**src/rtl/uart_tx.sv**
```systemverilog
// rtl/uart_tx.sv - 8N1 UART transmitter with one-deep holding register
//
// Purpose
//   Serialises 8-bit bytes onto the TX line as 8N1 frames (start 0, data LSB
//   first, stop 1). A one-byte holding register lets the host queue the next
//   byte while a frame is in flight, so back-to-back bytes leave with no idle
//   gap between the stop bit of one frame and the start bit of the next.
//
// Parameters
//   BAUD_CLKS  clk cycles per bit period, 2..63 (6-bit baud counter)
//
// Ports
//   clk       in   system clock, rising edge
//   rst_n     in   asynchronous active-low reset
//   trmt      in   transmit request, accepted on any edge where tx_rdy=1
//   tx_data   in   byte to send, sampled only on the accepting edge
//   clr_done  in   clears tx_done
//   TX        out  serial line, idle high
//   tx_rdy    out  holding register empty, trmt will be accepted
//   tx_busy   out  frame in progress
//   tx_done   out  sticky: last queued byte fully sent, line idle

module uart_tx #(
    parameter int BAUD_CLKS = 34
) (
    input  logic       clk,
    input  logic       rst_n,
    input  logic       trmt,
    input  logic [7:0] tx_data,
    input  logic       clr_done,
    output logic       TX,
    output logic       tx_rdy,
    output logic       tx_busy,
    output logic       tx_done
);

    if (BAUD_CLKS < 2 || BAUD_CLKS > 63) begin : g_bad_baud
        $error("uart_tx: BAUD_CLKS must be in 2..63");
    end

    localparam logic [5:0] BAUD_LAST = 6'(BAUD_CLKS - 1);
    localparam logic [3:0] BIT_LAST  = 4'd9;

    typedef enum logic {
        IDLE,
        TRANSMIT
    } state_t;

    state_t     state_q;
    logic [5:0] baud_cnt_q;
    logic [3:0] bit_cnt_q;
    logic [8:0] shift_q;
    logic [7:0] hold_q;
    logic       hold_full_q;
    logic       tx_done_q;

    // Shift pulse only exists while transmitting, so the counters can never
    // produce a spurious shift in IDLE.
    logic shift_pulse;
    logic frame_end;
    logic hold_accept;

    assign shift_pulse = (state_q == TRANSMIT) && (baud_cnt_q == BAUD_LAST);
    // Terminal shift of the stop bit: the whole 10-bit frame is on the wire.
    assign frame_end   = shift_pulse && (bit_cnt_q == BIT_LAST);
    assign hold_accept = trmt && !hold_full_q;

    always_ff @(posedge clk or negedge rst_n) begin
        if (!rst_n) begin
            state_q     <= IDLE;
            baud_cnt_q  <= '0;
            bit_cnt_q   <= '0;
            // All ones so the line sits high (idle) straight out of reset.
            shift_q     <= '1;
            hold_q      <= '0;
            hold_full_q <= 1'b0;
            tx_done_q   <= 1'b0;
        end else begin
            case (state_q)
                IDLE: begin
                    if (trmt) begin
                        // Start bit appears on the accepting edge.
                        shift_q    <= {tx_data, 1'b0};
                        baud_cnt_q <= '0;
                        bit_cnt_q  <= '0;
                        tx_done_q  <= 1'b0;
                        state_q    <= TRANSMIT;
                    end else if (clr_done) begin
                        tx_done_q <= 1'b0;
                    end
                end

                TRANSMIT: begin
                    if (frame_end) begin
                        baud_cnt_q <= '0;
                        bit_cnt_q  <= '0;
                        if (hold_full_q) begin
                            // Queued byte starts on this very edge: zero gap.
                            // A trmt seen now is ignored because tx_rdy=0.
                            shift_q     <= {hold_q, 1'b0};
                            hold_full_q <= 1'b0;
                            if (clr_done) begin
                                tx_done_q <= 1'b0;
                            end
                        end else if (trmt) begin
                            // Late request landing exactly on the frame end
                            // bypasses the hold register.
                            shift_q   <= {tx_data, 1'b0};
                            tx_done_q <= 1'b0;
                        end else begin
                            // Setting done wins over a coincident clr_done.
                            shift_q   <= '1;
                            tx_done_q <= 1'b1;
                            state_q   <= IDLE;
                        end
                    end else begin
                        if (shift_pulse) begin
                            shift_q    <= {1'b1, shift_q[8:1]};
                            baud_cnt_q <= '0;
                            bit_cnt_q  <= bit_cnt_q + 4'd1;
                        end else begin
                            baud_cnt_q <= baud_cnt_q + 6'd1;
                        end

                        if (hold_accept) begin
                            hold_q      <= tx_data;
                            hold_full_q <= 1'b1;
                            tx_done_q   <= 1'b0;
                        end else if (clr_done) begin
                            tx_done_q <= 1'b0;
                        end
                    end
                end

                default: begin
                    state_q <= IDLE;
                    shift_q <= '1;
                end
            endcase
        end
    end

    // shift_q is a flop, so TX is glitch-free and registered.
    assign TX      = shift_q[0];
    assign tx_rdy  = ~hold_full_q;
    assign tx_busy = (state_q == TRANSMIT);
    assign tx_done = tx_done_q;

endmodule
```
**config.mk**
```make
export PLATFORM = sky130hd
export DESIGN_NAME = uart_tx
export DESIGN_NICKNAME = d
export VERILOG_FILES = /design/src/rtl/uart_tx.sv
export SDC_FILE = /design/constraint.sdc
export NUM_CORES = 1
export LEC_CHECK = 0
export ABC_AREA = 1
export BUFFER_PORTS_ARGS = -buffer_cell sky130_fd_sc_hd__buf_2
export CAP_MARGIN = 20
export CORE_AREA = 3 3 60 62
export DETAILED_ROUTE_END_ITERATION = 16
export DIE_AREA = 0 0 63 65
export PLACE_DENSITY = 0.79
export SLEW_MARGIN = 30
export SYNTH_ARGS = -nofsm -noshare
export SYNTH_HDL_FRONTEND = slang
export SYNTH_SLANG_ARGS = --single-unit
```
**constraint.sdc**
```tcl
create_clock -name clk -period 1.94 [get_ports clk]
set_clock_uncertainty 0.15 [all_clocks]
set_input_delay 0.097 -clock clk [delete_from_list [all_inputs] [get_ports clk]]
set_output_delay 0.097 -clock clk [all_outputs]
set_load 0.02 [all_outputs]
```
---- Word level (Yosys, flattened, before mapping) ----
Cells that the tools add are included.
Widths: inputs -> output; s select.
word-level totals
  register bits after elaboration ......... 30
  word-level logic and storage cells ...... 51
  input bits .............................. 12
  output and inout port bits .............. 4
operators by class
  add/sub/neg operators ................... 2
  reduce and logical (&&, ||, !) cells .... 8
  muxes and demuxes ....................... 27
  bitwise logic cells ..................... 3
  equal/unequal tests ..................... 4
operators with widths
  cell                 count
  $mux 9               5
  $mux 6               3
  $pmux 9 s2           1
  $mux 4               3
  $pmux 6 s2           1
  $mux 1               11
  $pmux 4 s2           1
  $add 6x1->6 const B  1
  $eq 6x6->1 const B   1
  $add 4x1->4 const B  1
  $eq 4x4->1 const B   1
  $pmux 1 s2           2
  $reduce_and 2->1     2
  $logic_and 1x1->1    3
  $ne 3x1->1 const B   1
  $not 1->1            3
  $reduce_and 3->1     1
  $ne 2x2->1 const B   1
  $reduce_bool 2->1    1
  $logic_not 1->1      1

---- Logic depth before layout (Yosys ltp) ----
  depth after elaboration ................. 5
  gate-level depth with buffers ........... 12
  depth with buffers taken out ............ 11

---- Worst setup path after synthesis ----
OpenSTA, ideal clock, no wires.
  path kind ............................... flip-flop to flip-flop
  start ................................... reg baud_cnt_q[0]
  end ..................................... reg shift_q[4]
  path buffers ............................ 1
  required time ........................... 1718 ps
  path slack .............................. 315 ps
  stages on the path, launching flop included .. 12
  setup time .............................. 72 ps
  clock period less this slack ............ 1625 ps
  data arrival time ....................... 1403 ps
  cells stage by stage .................... dfrtp_1 ha_1 nand2_1 inv_1 nand3_2 nand2_2 nand2_2 inv_2 buf_6 or2_0 nand2_1 inv_1
between the ends
  word-level cells in the longest chain between the ends .. 5
  elaborated cells on any way between the ends .. 7
  those cells by class .................... 2 x eq/ne; 2 x mux; 3 x reduce/logical
RTL lines
  element                                         line  source
  start, declared                                 50    logic [5:0] baud_cnt_q;
  start signal, assigned                          122   baud_cnt_q <= baud_cnt_q + 6'd1;
  $eq 6x6->1 *                                    63    assign shift_pulse = (state_q == TRANSMIT) && (baud_cnt_q == BAUD_LAST);
  $logic_and 1x1->1 *                             63
  $logic_and 1x1->1                               65    assign frame_end = shift_pulse && (bit_cnt_q == BIT_LAST);
  $mux 9 or $ne 3x1->1 (tied branches)            -
  $pmux 9 s2 or $reduce_and 2->1 (tied branches)  -
  end signal, assigned                            83    shift_q <= {tx_data, 1'b0};
  end signal, assigned                            100   shift_q <= {hold_q, 1'b0};
  end signal, assigned                            108   shift_q <= {tx_data, 1'b0};
  end, declared                                   52    logic [8:0] shift_q;
Mark *: on every way between the ends. The rest lies on a longest branch, timed or not.
A chain may end at the register's enable or synchronous reset.

---- Worst setup path in the final report ----
  start ................................... reg bit_cnt_q[0]
  end ..................................... reg hold_q[3]
between the ends
  word-level cells in the longest chain between the ends .. 4
RTL lines
  element                            line  source
  start, declared                    51    logic [3:0] bit_cnt_q;
  start signal, assigned             120   bit_cnt_q <= bit_cnt_q + 4'd1;
  $eq 4x4->1                         65
  $logic_and 1x1->1                  65
  $not 1->1 (no source line)         -
  $reduce_and 3->1 (no source line)  -
  end signal, assigned               126   hold_q <= tx_data;
  end, declared                      53    logic [7:0] hold_q;
Every way passes these cells.

==> impl_results.md <==
* Status: completed
* Req. time, crit path at 2.05 ns
* 1st-pass router iterations at 4
* Worst min-delay path category: in -> async
* Top-Level Pins at 16
* Pin slew with the least headroom to its limit at 0.683 ns
* Synth cell count leaders: inv_1 (39), nand2_1 (35), nand3_1 (27)
* CTS sink count at 30
* Drt wl/cell at 12.4 um
* Syn Inst Count at 223
* Clk network pwr share at 16.4%
* Post-Synth XOR/XNOR Area at 2.04%
* Leak pwr at 1.05 nW
* Crit path launch type: register
* Async SR Flop Fraction at 100%
* Register area share after synthesis at 44.4%
* Worst setup margin at 0.187 ns
* Internal at 1.53 mW
* Switching share of power at 36.9%
* Layout cells sized above 1 at 19.8%
* Max-slew violations at 0
* Post-DRT Antenna Nets at 0
* Combinational group share of total power at 36.3%
* RSZ-0062 raised after global routing: false
* Layout fillers at 279
* FMAX at 570 MHz
* Mux contribution to synthesized area at 0%
* Crit Path Class: reg -> reg
* Gr usage total at 21.3%
* NetSw at 0.893 mW
* Clock buffer depth at 2
* Tmin final at 1.75 ns
* Largest net degree at the start of global routing at 31
* Final WL at 3750 um
* Vias in the first global route at 1,567
* Clk_lat worst skew at 0.33 ns
* Cell variety after synth at 28
* Core Region at 3080 um^2
* Total gr overflow at 0
* Dominant cell type by area after synthesis: dfrtp_1
* Post-synthesis compound-gate area fraction at 10.9%
* Most frequent cell after synthesis: inv_1
* Initial Util at 55.7%
* DR vias at 1,550
* Hold Fails Final Rpt at 0
* TritonCTS Buffers at 5
* Final nets at 273
* Critical path's most frequent cell: nand3_2
* Pwr dens at 1190 nW/um^2
* Die Area at 4100 um^2
* Max cap viols at 0
* CP endpoint kind: register
* Via density at 5.13
* Yosys warns at 0
* Final Total Pwr at 2.42 mW
* Die Ht at 65 um
* Synth area leaders: dfrtp_1 (31%), dfstp_2 (14%), inv_1 (8.5%)
* R2R cell count at 8
* Post-Synth Adder-Cell Area at 2.92%
* Number of synthesized flops with an enable pin at 0
* H-tree lvl count at 2
* Initial antenna violation count at 0
* Mapped Nets at 239
* Drt drc at 0
* Slowest cell on the critical path: dfrtp_1
* Synthesized area at 1720 um^2
* Period utilisation layout at 90.4%
* Crit path cell chain: ha_1 > nand3_2 > inv_2 > nand3_2 > nand2_2 > nor2_4 > nand2_1 > o21ai_1
* Worst vdd ir at 687 uV
* Pre-CTS WS at 0.216 ns
* Largest family of logic cells by synthesized area: simple AND/OR/NAND/NOR gates
* Placed wire-length estimate at 2490 um
* CP max stage delay at 0.44 ns
* Max_slew headroom at 54.5%
* CTS tree: yes
* Post-Syn Area per Cell at 7.69 um^2
* Synth top area share at 30.6%
* Clock Tree Root: clkbuf_4
* First-pass GRT wire length at 6780 um
* Die width at 63 um
* Simple-gate share of the synthesized area at 28.2%
* IO Port Bufs at 15
* Number of diodes at 0
* CP arrival at 1.87 ns
* Seq cells post-synth at 30
* Main synth FF type: dfrtp_1
* Final setup fails at 0
* Setup TNS at 0 ns
* Max FO, Critical Path at 16
* Initial DRC count at 121
* GPL Wtd Cong at 0.848
* Area added between synthesis and finish at 19.0%
* Sequential Power Share at 47.3%
* Row count at 20
* Reg clk slew, reported paths at 0.10 ns
[registers in the layout (all words and copies together), names as in the netlist]
name / cells
shift_q: 9
hold_q: 8
baud_cnt_q: 6
bit_cnt_q: 4
hold_full_q: 1
tx_busy: 1
tx_done: 1
[placed cells by master (no fill, tap or decap)]
cell / count
a21oi_1: 1
buf_2: 15
buf_4: 7
clkbuf_1: 1
clkbuf_4: 5
clkbuf_8: 1
clkinv_2: 1
dfrtp_1: 21
dfstp_2: 9
dlygate4sd3_1: 12
ha_1: 4
inv_1: 39
inv_2: 2
nand2_1: 35
nand2_2: 2
nand2_4: 1
nand3_1: 27
nand3_2: 3
nand3b_1: 1
nand4_1: 3
nor2_1: 19
nor2_2: 1
nor2_4: 2
nor3_1: 1
o211ai_1: 1
o21ai_0: 20
o21ai_1: 10
o22ai_1: 4
or2_0: 4
or2_2: 2
xnor2_1: 2
xor2_1: 2
[through the flow]
| stage | area, um^2 | utilization, % | hold slack [ns] | std cells |
|---|---|---|---|---|
| after detailed placement | 1850 | 60.0 | 0.0201 | 281 |
| after global routing | 2040 | 66.3 | 0.242 | 302 |
| after CTS | 2030 | 65.9 | 0.179 | 301 |
| after global placement | 1850 | 60.0 | 0.0142 | 281 |
| after floorplan | 1720 | - | -0.349 | 223 |
| final | 2040 | 66.3 | 0.187 | 302 |
[what timing repair did]
action / 4_1_cts / 5_1_grt
gates resized for setup: 0 / 1
endpoints found under the setup margin: 0 / 4
setup buffers: 0 / 1
hold endpoints to repair: 34 / 0
hold buffers: 12 / 0
[power by group through the flow]
stage	logic, mW	registers (mW)	clock network (mW)
after floorplan	0.656	1.12	0
after global placement	0.827	1.15	0
after detailed placement	0.848	1.15	0
after CTS	0.869	1.15	0.415
after global routing	1.03	1.19	0.440
final	0.879	1.14	0.397
[routing by layer]
| metal | global-route usage, % | part of all wire [%] | wire length, um |
|---|---|---|---|
| met4 | 8.54 | 1.8 | 68 |
| met2 | 37.5 | 49 | 1850 |
| met3 | 4.85 | 3.8 | 144 |
| met1 | 24.9 | 45 | 1690 |
| met5 | 0 | 0 | 0 |
[area by class of cell]
class	instances	area [um^2]	area share [%]
flip-flops and latches	30	762	37.3
multi-input cells	145	762	37.3
repair buffers	34	248	12.1
inverters	41	154	7.54
clock buffers	7	55.1	2.70
well taps	44	55.1	2.70
clock inverters	1	5.00	0.245
[critical path: cells and delay by family (launching register included)]
family	cells	cell delay [ns]
AOI/OAI and AO/OA	1	0.09
and+or+nand+nor	5	0.74
buffers and inverters	1	0.04
DFF	1	0.44
adders and majority gates	1	0.23
[path summary, 6_finish.rpt]
check                                               from                      to  slack, ns
min in group clk                  shift_q[8]$_DFFE_PN1P_  shift_q[8]$_DFFE_PN1P_       0.32
max in group asynchronous                          rst_n       tx_done$_DFF_PN0_       1.01
worst min-delay path                               rst_n   hold_q[6]$_DFFE_PN0P_       0.19
worst max-delay path            bit_cnt_q[0]$_DFFE_PN0P_   hold_q[3]$_DFFE_PN0P_       0.19
worst min register to register    shift_q[8]$_DFFE_PN1P_  shift_q[8]$_DFFE_PN1P_       0.32
worst max register to register  bit_cnt_q[0]$_DFFE_PN0P_   hold_q[3]$_DFFE_PN0P_       0.19
[logic make-up (layout without fill, tap and decap cells)]
kind of cell	Yosys count	count (layout)
AO/OA/AOI/OAI	36	36
XOR/XNOR	4	4
adder cells (fa/ha/maj)	4	4
buffers and inverters	48	83
flip-flops	30	30
AND/OR/NAND/NOR	101	101
Power figures use the tool's default switching activity.
